===== src/rtl/flit_packetizer_if.sv =====
// Handshake bundle between the core-side packetizer and its user / the router local port.
// Pure wiring, no latency.
// Backpressure is carried by pkt_ready, data_ready and flit_ready.
interface flit_packetizer_if #(
  parameter int DATA_WIDTH  = 32,
  parameter int PhitPerFlit = 2,
  parameter int TYPE_WIDTH  = 2,
  parameter int DEST_WIDTH  = 4,
  parameter int MAX_LEN     = 8
);
  localparam int FW    = DATA_WIDTH * PhitPerFlit;
  localparam int LEN_W = $clog2(MAX_LEN + 1);

  logic                     pkt_valid;
  logic                     pkt_ready;
  logic [DEST_WIDTH-1:0]    pkt_dest;
  logic [LEN_W-1:0]         pkt_len;
  logic                     data_valid;
  logic                     data_ready;
  logic [FW-TYPE_WIDTH-1:0] data_in;
  logic [FW-1:0]            flit_out;
  logic                     flit_valid;
  logic                     flit_ready;
  logic                     busy;

  // Master: the core driving requests/data and the router sinking flits.
  modport master (
    output pkt_valid, pkt_dest, pkt_len, data_valid, data_in, flit_ready,
    input  pkt_ready, data_ready, flit_out, flit_valid, busy
  );

  // Slave: the packetizer itself.
  modport slave (
    input  pkt_valid, pkt_dest, pkt_len, data_valid, data_in, flit_ready,
    output pkt_ready, data_ready, flit_out, flit_valid, busy
  );
endinterface


===== src/rtl/flit_packetizer.sv =====
// Turns a (dest, len) request plus data words into HEAD / PAYLOAD / TAIL flits.
// Latency: a flit is visible the cycle after its request/data handshake.
// Backpressure: single output slot; inputs are accepted only when the slot is free.
module flit_packetizer #(
  parameter int DATA_WIDTH  = 32,
  parameter int PhitPerFlit = 2,
  parameter int TYPE_WIDTH  = 2,
  parameter int DEST_WIDTH  = 4,
  parameter int MAX_LEN     = 8
) (
  input logic               clk,
  input logic               rst,
  flit_packetizer_if.slave  bus
);
  localparam int FW    = DATA_WIDTH * PhitPerFlit;
  localparam int LEN_W = $clog2(MAX_LEN + 1);
  localparam int DW    = FW - TYPE_WIDTH;

  localparam logic [TYPE_WIDTH-1:0] T_HEAD = TYPE_WIDTH'(1);
  localparam logic [TYPE_WIDTH-1:0] T_PAY  = TYPE_WIDTH'(2);
  localparam logic [TYPE_WIDTH-1:0] T_TAIL = TYPE_WIDTH'(3);
  localparam logic [LEN_W-1:0]      LEN_MAX = LEN_W'(MAX_LEN);

  typedef enum logic [1:0] {ST_IDLE, ST_BODY, ST_TAIL} state_t;

  state_t            state_q, state_d;
  logic [LEN_W-1:0]  cnt_q, cnt_d;
  logic [FW-1:0]     flit_q, flit_d;
  logic              flit_vld_q, flit_vld_d;

  logic              slot_free;
  logic              pkt_rdy;
  logic              dat_rdy;
  logic              load;
  logic [LEN_W-1:0]  cnt_m1;

  assign slot_free = !flit_vld_q || bus.flit_ready;
  assign cnt_m1    = cnt_q - LEN_W'(1);

  // Next-state, output-slot load and ready generation.
  always_comb begin
    state_d    = state_q;
    cnt_d      = cnt_q;
    flit_d     = flit_q;
    flit_vld_d = flit_vld_q;
    pkt_rdy    = 1'b0;
    dat_rdy    = 1'b0;
    load       = 1'b0;

    if (!rst) begin
      unique case (state_q)
        ST_IDLE: begin
          pkt_rdy = slot_free;
          if (bus.pkt_valid && slot_free) begin
            load                           = 1'b1;
            flit_d                         = '0;
            flit_d[FW-1 -: TYPE_WIDTH]     = T_HEAD;
            flit_d[DEST_WIDTH-1:0]         = bus.pkt_dest;
            flit_d[DEST_WIDTH +: LEN_W]    = bus.pkt_len;
            cnt_d                          = bus.pkt_len;
            state_d = (bus.pkt_len >= LEN_W'(2)) ? ST_BODY : ST_TAIL;
          end
        end
        ST_BODY: begin
          dat_rdy = slot_free;
          if (bus.data_valid && slot_free) begin
            load   = 1'b1;
            flit_d = {T_PAY, bus.data_in};
            cnt_d  = cnt_m1;
            if (cnt_m1 == LEN_W'(1)) state_d = ST_TAIL;
          end
        end
        ST_TAIL: begin
          // cnt is 1 here for any non-empty packet, 0 only for a len=0 request.
          if (cnt_q == '0) begin
            if (slot_free) begin
              load    = 1'b1;
              flit_d  = {T_TAIL, {DW{1'b0}}};
              state_d = ST_IDLE;
            end
          end else begin
            dat_rdy = slot_free;
            if (bus.data_valid && slot_free) begin
              load    = 1'b1;
              flit_d  = {T_TAIL, bus.data_in};
              cnt_d   = cnt_m1;
              state_d = ST_IDLE;
            end
          end
        end
        default: state_d = ST_IDLE;
      endcase
    end

    // A new load keeps the slot full; otherwise a downstream accept empties it.
    if (load)                 flit_vld_d = 1'b1;
    else if (bus.flit_ready)  flit_vld_d = 1'b0;
  end

  // State, counter and output register with synchronous reset.
  always_ff @(posedge clk) begin
    if (rst) begin
      state_q    <= ST_IDLE;
      cnt_q      <= '0;
      flit_q     <= '0;
      flit_vld_q <= 1'b0;
    end else begin
      state_q    <= state_d;
      cnt_q      <= cnt_d;
      flit_q     <= flit_d;
      flit_vld_q <= flit_vld_d;
    end
  end

  assign bus.pkt_ready  = pkt_rdy;
  assign bus.data_ready = dat_rdy;
  assign bus.flit_out   = flit_q;
  assign bus.flit_valid = flit_vld_q;
  assign bus.busy       = (state_q != ST_IDLE);

  // Requests longer than MAX_LEN are outside the supported range.
  a_len_range: assert property (@(posedge clk) disable iff (rst)
    (bus.pkt_valid && bus.pkt_ready) |-> (bus.pkt_len <= LEN_MAX));

endmodule


===== src/flat_wrapper.sv =====
// flat-port wrapper written by rule: the top's interface ports become plain ports
module flit_packetizer_flat 
#(
  parameter int DATA_WIDTH  = 32,
  parameter int PhitPerFlit = 2,
  parameter int TYPE_WIDTH  = 2,
  parameter int DEST_WIDTH  = 4,
  parameter int MAX_LEN     = 8
)
  (clk, rst, bus_pkt_valid, bus_pkt_dest, bus_pkt_len, bus_data_valid, bus_data_in, bus_flit_ready, bus_pkt_ready, bus_data_ready, bus_flit_out, bus_flit_valid, bus_busy);
  flit_packetizer_if #(.DATA_WIDTH(DATA_WIDTH), .PhitPerFlit(PhitPerFlit), .TYPE_WIDTH(TYPE_WIDTH), .DEST_WIDTH(DEST_WIDTH), .MAX_LEN(MAX_LEN)) bus_i ();
  input logic clk;
  input logic rst;
  input wire logic [$bits(bus_i.pkt_valid)-1:0] bus_pkt_valid;
  input wire logic [$bits(bus_i.pkt_dest)-1:0] bus_pkt_dest;
  input wire logic [$bits(bus_i.pkt_len)-1:0] bus_pkt_len;
  input wire logic [$bits(bus_i.data_valid)-1:0] bus_data_valid;
  input wire logic [$bits(bus_i.data_in)-1:0] bus_data_in;
  input wire logic [$bits(bus_i.flit_ready)-1:0] bus_flit_ready;
  output wire logic [$bits(bus_i.pkt_ready)-1:0] bus_pkt_ready;
  output wire logic [$bits(bus_i.data_ready)-1:0] bus_data_ready;
  output wire logic [$bits(bus_i.flit_out)-1:0] bus_flit_out;
  output wire logic [$bits(bus_i.flit_valid)-1:0] bus_flit_valid;
  output wire logic [$bits(bus_i.busy)-1:0] bus_busy;
  assign bus_i.pkt_valid = bus_pkt_valid;
  assign bus_i.pkt_dest = bus_pkt_dest;
  assign bus_i.pkt_len = bus_pkt_len;
  assign bus_i.data_valid = bus_data_valid;
  assign bus_i.data_in = bus_data_in;
  assign bus_i.flit_ready = bus_flit_ready;
  assign bus_pkt_ready = bus_i.pkt_ready;
  assign bus_data_ready = bus_i.data_ready;
  assign bus_flit_out = bus_i.flit_out;
  assign bus_flit_valid = bus_i.flit_valid;
  assign bus_busy = bus_i.busy;
  flit_packetizer #(.DATA_WIDTH(DATA_WIDTH), .PhitPerFlit(PhitPerFlit), .TYPE_WIDTH(TYPE_WIDTH), .DEST_WIDTH(DEST_WIDTH), .MAX_LEN(MAX_LEN)) u_core (.clk(clk), .rst(rst), .bus(bus_i));
endmodule

===== config.mk =====
export PLATFORM = sky130hd
export DESIGN_NAME = flit_packetizer_flat
export DESIGN_NICKNAME = d
export VERILOG_FILES = /design/src/rtl/flit_packetizer_if.sv /design/src/rtl/flit_packetizer.sv /design/src/flat_wrapper.sv
export SDC_FILE = /design/constraint.sdc
export NUM_CORES = 1
export LEC_CHECK = 0
export CORE_ASPECT_RATIO = 1.1
export CORE_MARGIN = 1.5
export CORE_UTILIZATION = 42
export CTS_CLUSTER_SIZE = 10
export DETAILED_ROUTE_END_ITERATION = 6
export GPL_ROUTABILITY_DRIVEN = 0
export GPL_TIMING_DRIVEN = 0
export PLACE_DENSITY = 0.92
export SYNTH_ARGS = -nofsm -noshare
export SYNTH_HDL_FRONTEND = slang
export SYNTH_SLANG_ARGS = --single-unit

===== constraint.sdc =====
create_clock -name clk -period 3.1 [get_ports clk]
set_input_delay 0.31 -clock clk [delete_from_list [all_inputs] [get_ports clk]]
set_output_delay 0.31 -clock clk [all_outputs]
set_load 0.02 [all_outputs]

* Yosys cells after proc, flatten, opt, wreduce, memory -nomap -nowiden
Cells that the tools add are included.
Word-level totals: register bits 71, bits of input ports 75, output and inout bits 68, word-level logic and storage cells 58
Operators by class: $add $sub $neg 1, $lt $le $gt $ge 1, equality and inequality tests 9, multiplexer cells 31, reduce and logical (&&, ||, !) cells 12
Operators with widths (number):
- $mux W64 | 5
- $pmux W64 S3 | 1
- $mux W2 | 7
- $mux W4 | 3
- $pmux W4 S3 | 1
- $mux W1 | 11
- $reduce_and A5 Y1 | 2
- $ne A2 B1 Y1 const B | 3
- $pmux W2 S3 | 1
- $eq A4 B1 Y1 const B | 1
- $ge A4 B2 Y1 const B | 1
- $logic_not A4 Y1 | 1
- $reduce_bool A2 Y1 | 2
- $sub A4 B1 Y4 const B | 1
- $ne A3 B1 Y1 const B | 1
- $ne A3 B2 Y1 const B | 1
- $pmux W1 S3 | 1
- $reduce_and A3 Y1 | 1
- $reduce_bool A3 Y1 | 1
- $eq A2 B1 Y1 const B | 1
- $eq A2 B2 Y1 const B | 1
- $logic_and A1 B1 Y1 | 2
- $logic_not A2 Y1 | 1
- $ne A2 B2 Y1 const B | 1
- other kinds (3) | 3

* Depth between registers and ports, before layout
word-level depth 8, gate-level depth with buffers 9, depth with buffers taken out 7

* Least setup slack after synthesis
Ideal clock, no wire load.
path kind reg2out, start point reg u_core.state_q[0], end point out bus_data_ready, data arrival time 2.176 ns, data required time 2.790 ns, path slack 0.614 ns, cell stages (with the launch flop) 6, path buffers 2, path through dfxtp_1 -> inv_1 -> ha_1 -> clkbuf_1 -> clkbuf_1 -> nor4b_1
On the way: longest elaborated chain between the ends 3, elaborated cells between the ends (all ways) 4, classes of those cells eq/ne: 2; mux: 2
RTL lines:
- start, declared | line flit_packetizer.sv:26 | state_t state_q, state_d;
- start signal, assigned | line flit_packetizer.sv:108 | state_q <= state_d;
- $eq A2 B2 Y1 or $eq A2 B1 Y1 (tied branches) | line flit_packetizer.sv:51 | unique case (state_q)
- $pmux W1 S2 * | line flit_packetizer.sv:51
- $mux W1 * | line flit_packetizer.sv:50 | if (!rst) begin
- end, declared | line flat_wrapper.sv:21 | output wire logic [$bits(bus_i.data_ready)-1:0] bus_data_ready;
Mark *: on every way between the ends. The rest lies on a longest branch, timed or not.

* Final worst setup path
Ends and elaborated chain as after synthesis.

==> results by group <==
STA
  – Final Cycle Share: 0.9531
  – Maximum clock frequency: 338.4 MHz
  – Setup_tns: 0 ns
  – Worst Max-Slew Pin Slew: 0.5452 ns
  – Max-slew violation count: 0
  – Setup Skew: 0.01210 ns
  – Slew margin rel.: 0.6352
  – Fin. Hold Viols: 0
  – RSZ-0062 raised after global routing: no
  – Min cycle time layout: 2.955 ns
  – # setup viols final: 0

Synthesis
  – Synthesized area: 2680 sq um
  – Seq cells post-synth: 71
  – Synth Instances: 234
  – Net Count, Synth: 316
  – Register area share after synthesis: 0.5303
  – Avg Inst Size Synth: 11.45 sq um
  – Ys Warns: 0
  – Distinct cells, synth: 38
  – Synth area leaders: dfxtp_1 (53%), a22o_1 (18%), mux2i_1 (4.1%)
  – Top-area cell type share of the netlist area: 0.5303
  – Synth area leader: dfxtp_1

Layout
  – Nets: 468
  – Layout Utilization: 0.7120
  – Syn-to-layout area delta: 63.54%
  – Antenna cell count: 0
  – Share of layout cells above drive strength 1: 0.09207

GRT
  – Wire length of the first global-routing pass: 11940 microns
  – Grt ovf: 0
  – Vias in the first global route: 2508
  – GRT Total Usage: 0.2233
  – Largest net degree at the start of global routing: 14
  – Initial antenna violation count: 0

Clock network
  – Clk slew on worst S/H paths: 0.08 ns
  – CTS sink count: 71
  – CTS tree: done
  – Clock Tree Root: clkbuf_8
  – Clk_lat worst skew: 0.33 ns
  – H-tree level count: 3
  – Hold Buf Count CTS: 0
  – Num CTS Buffers: 9
  – Max clock buf depth: 2

Worst setup path
  – Crit path launch type: register
  – Slowest-stage cell, CP: clkdlybuf4s50_1
  – CP peak stage delay: 0.68 ns
  – Critical Path End Type: output pin
  – Crit-path cells: inv_1 -> ha_2 -> clkbuf_2 -> nor4b_1 -> clkdlybuf4s50_1
  – Critical path class: reg2out
  – CP arrival: 2.64 ns
  – CP Data Required Time: 2.79 ns
  – Worst-path fanout max: 11

Floorplanning
  – Row count: 30
  – Io pins: 143
  – Initial Utilization: 0.4354
  – Die Area: 6870 sq um
  – CORE AREA: 6156 sq um
  – Die X-Extent: 79.17 microns
  – Die Ht: 86.78 microns

Min path
  – Worst hold-check path type: reg2reg

Pwr
  – Pwr per Cell Area: 674.9 nW/um^2
  – P_leak: 1.694 nW
  – Peak supply drop: 0.3727 mV

Detailed routing
  – Drt first-iter violations: 73
  – DR WL/cell: 15.89 microns
  – First-pass DRT Iterations: 4
  – Final WL: 7485 microns
  – Final ANT Viol Nets: 0
  – Via-to-Cell Ratio: 5.238
  – # DRC: 0
  – Via count: 2467

Placed design
  – Buffers on Ports: 142
  – Hpwl dp: 5585 microns

Outcome
  – Status: completed

Flow run
  – # Max-Cap Violations: 0
[synthesized netlist by cell type]
cell type  number
nor2b_1         5
buf_6           5
nand2_1         5
o21ai_0         5
o2bb2ai_1       8
or3_1           2
a21oi_1         5
and4b_1         1
nor2_1          9
inv_1           9
nor4b_1         1
a21oi_2         1
a31oi_1         1
a41oi_1         1
a22oi_2         1
o211a_4         1
dfxtp_1        71
ha_1            7
o21a_1          1
clkbuf_1        3
or3b_1          1
nor3b_2         1
a22o_1         54
a32o_1          1
a211oi_1        4
mux2_2          1
nor3_1          3
nand3b_1        1
nand3_1         1
or3b_2          1
o22ai_1         1
a221oi_1        1
buf_4           1
buf_2           6
mux2i_1        11
nand2b_1        2
nor4_1          1
nor4bb_1        1
[worst max-delay path: cells and delay by family, from the launching register on]
family | cells | cell delay [ns]
and+or+nand+nor | 1 | 0.37
adders and majority gates | 1 | 0.45
DFF | 1 | 0.40
buffers and inverters | 3 | 1.10
[registers in the layout (all words and copies together), names as in the netlist]
register,count
u_core.bus.flit_out,64
u_core.bus.flit_valid,1
u_core.state_q,2
u_core.cnt_q,4
[report_power, final]
group	switching (mW)	internal, mW	total [mW]
logic	0.610	0.556	1.17
registers	0.0830	1.04	1.12
clock network	0.352	0.315	0.667
total	1.05	1.91	2.96
[kinds of logic after synthesis]
group	Yosys count	synth area share
AOI/OAI and AO/OA	85	0.2647
and+or+nand+nor	35	0.07516
adders and majority gates	7	0.03268
DFF	71	0.5303
muxes	12	0.04529
buffers and inverters	24	0.05182
[area by class of cell]
type / instances / area (sq um)
fillers: 483 / 1773
flip-flops and latches: 71 / 1421
repair buffers: 142 / 1421
multi-input cells: 139 / 1122
clock buffers: 10 / 137.6
plain buffers: 14 / 102.6
well taps: 80 / 100.1
clock inverters: 6 / 43.79
inverters: 9 / 33.78
[placed cells by master (no fill, tap or decap), types with 2 or more instances in the layout]
| cell | n |
|---|---|
| buf_6 | 5 |
| nor2_1 | 9 |
| mux2i_1 | 11 |
| buf_2 | 6 |
| o2bb2ai_1 | 8 |
| clkdlybuf4s50_1 | 142 |
| clkinv_2 | 2 |
| nor2b_1 | 5 |
| nor3_1 | 3 |
| nand2_1 | 5 |
| a21oi_1 | 5 |
| ha_1 | 6 |
| a22o_1 | 54 |
| nand2b_1 | 2 |
| clkinv_4 | 2 |
| o21ai_0 | 5 |
| clkbuf_8 | 10 |
| a211oi_1 | 4 |
| or3_1 | 2 |
| inv_1 | 9 |
| dfxtp_1 | 71 |
[stage by stage]
step	std cells	area, sq um	setup slack (ns)	hold WS, ns	power, mW
final	471	4383	0.1453	0.4676	2.958
after global routing	471	4383	0.01477	0.4945	3.134
after CTS	471	4380	0.06127	0.4712	2.971
after detailed placement	456	4202	0.09608	0.4516	2.300
after global placement	456	4202	0.1587	0.4478	2.263
after floorplan	234	2680	0.6137	0.4355	1.827
[what timing repair did]
item                                    in CTS  in global routing
hold endpoints to repair                     0                  0
gates resized for setup                      1                  1
gates cloned                                 0                  0
buffers inserted                             0                  0
endpoints found under the setup margin       1                  1
[routing by layer]
layer	up-vias	wire length, microns	track usage
li1	1188	-	-
met1	1170	3019	0.2601
met2	93	3921	0.3893
met3	16	363	0.05053
met4	0	181	0.1021
met5	-	0	0
[path summary, 6_finish.rpt]
kind	from	end	slack [ns]	depth (start not counted)
worst max-delay path	u_core.state_q[0]	bus_data_ready	0.15	5
worst min-delay path	u_core.bus.flit_out[1]	u_core.bus.flit_out[1]	0.47	1
worst max register to register	u_core.state_q[0]	u_core.bus.flit_out[22]	0.69	9
worst min register to register	u_core.bus.flit_out[1]	u_core.bus.flit_out[1]	0.47	1
(Power assumes the default switching activity.)
==> variant, RTL diff (same flow settings) <==
The 3 states of `state_t` get a one-hot encoding in 3 bits.
--- a/src/rtl/flit_packetizer.sv
+++ b/src/rtl/flit_packetizer.sv
@@ -21,7 +21,7 @@
   localparam logic [TYPE_WIDTH-1:0] T_TAIL = TYPE_WIDTH'(3);
   localparam logic [LEN_W-1:0]      LEN_MAX = LEN_W'(MAX_LEN);
 
-  typedef enum logic [1:0] {ST_IDLE, ST_BODY, ST_TAIL} state_t;
+  typedef enum logic [2:0] {ST_IDLE = 3'b001, ST_BODY = 3'b010, ST_TAIL = 3'b100} state_t;
 
   state_t            state_q, state_d;
   logic [LEN_W-1:0]  cnt_q, cnt_d;
Function: same outputs for any inputs over 4 cycles, from zero or initial values and one cycle with rst high; so few cycles prove little.
==> variant against the unedited design <==
- core utilization grew 0.66 points
- wire length grew 7.2%
- sequential cell count grew 1
- synthesized area grew 0.23%
- worst setup slack gained 0.20 ns
- cell area grew 1.5%
- critical path type unchanged
Power is not compared: it rests on default switching activity, and its combinational part moved more than twofold at a synthesized area within 25%.
==> variant: results (changes against the unedited design) <==
status: "complete, no violations"
final_nets: 481  # +2.8%
reg2reg_from: "u_core.cnt_q[0]"
fin_crit_sh: 0.888  # -0.0655
layout-drive-gt1-share: 0.0905  # -0.00161
synth_xor_area_frac: 0.00326  # +0.00326
drtIter0Drc: 117  # +60%
place_area_mm2: 0.00421  # +0.15%
synthDistinctLibCells: 40  # +5.3%
fillers: 448  # -7.2%
cts_resized: 0  # -1
synth_fa_ha_area_frac: 0.00932  # -0.0234
antenna_found_initial: 0  # unchanged
cp_max_fo: 7  # -4
grt_pass1_wl_mm: 12.4  # +4.1%
synth_common_cells: "dfxtp_1 (72), a22o_1 (54), nor2_1 (18), nand2_1 (15), o21ai_0 (15)"
slew_headroom: 0.603  # -0.0320
synth_compound_area_frac: 0.291  # +0.0259
num_vias: 2613  # +5.9%
place_ws_ns: 0.411  # +0.315 ns
internal-power_mw: 1.67
cp_data_arrival_time_ns: 2.44  # -0.20 ns
routed_wl_mm: 8.03  # +7.2%
syn_nets: 328  # +3.8%
synth_mux_area_frac: 0.00373  # -0.0416
clk_latency_ns: 0.34
cp_slowest_cell: "clkdlybuf4s50_1"
ys_seq_area_frac: 0.537  # +0.00622
hpwlAfterDp_mm: 5.86  # +4.9%
min_from: "u_core.bus.flit_out[53]"
finClkSkew_ns: 0.0108  # -0.00128 ns
synthTopCellsByArea: "dfxtp_1 (54%), a22o_1 (18%), o21ai_0 (2.8%)"
variant: cell types whose count changed in the layout (fill, tap and decap cells not counted), moves of 8 or more:
cell,before,now
nand2_1,5,15
mux2i_1,11,1
nor2_1,9,18
o21ai_0,5,15
o2bb2ai_1,8,0
variant: power groups by stage:
stage | logic, mW | registers (mW) | clock network, mW
3_5_place_dp | 0.333 | 0.988 | 0
4_1_cts | 0.338 | 0.968 | 0.901
3_3_place_gp | 0.325 | 0.987 | 0
2_1_floorplan | 0.139 | 1.01 | 0
5_1_grt | 0.366 | 0.972 | 0.947
6_report | 0.338 | 0.968 | 0.891
variant: metrics by stage:
step | hold WS (ns) | utilization | instances | total power [mW]
after floorplan | 0.419 | - | 251 | 1.15
after global placement | 0.456 | 0.679 | 473 | 1.31
after detailed placement | 0.454 | 0.679 | 473 | 1.32
after CTS | 0.480 | 0.719 | 489 | 2.21
after global routing | 0.489 | 0.719 | 489 | 2.28
final | 0.476 | 0.719 | 489 | 2.20
variant: path summary, 6_finish.rpt:
kind / end / slack, ns / cells past startpoint
worst max-delay path: bus_data_ready / 0.35 / 6
worst min-delay path: u_core.bus.flit_out[53] / 0.48 / 1
worst max register to register: u_core.bus.flit_out[38] / 0.53 / 8
worst min register to register: u_core.bus.flit_out[53] / 0.48 / 1
variant: layout make-up:
class,instances,area (um2),share of cell area
flip-flops and latches,72,1440,0.324
repair buffers,142,1420,0.319
multi-input cells,160,1130,0.253
clock buffers,10,128,0.0287
clock inverters,6,115,0.0259
plain buffers,16,108,0.0242
well taps,80,100,0.0225
inverters,3,11.3,0.00253
variant: layer usage:
layer	vias to the layer above	wire length (um)	GRT usage
li1	1249	-	-
met1	1211	3190	0.269
met2	137	3970	0.399
met3	16	771	0.0712
met4	0	98	0.102
met5	-	0	0
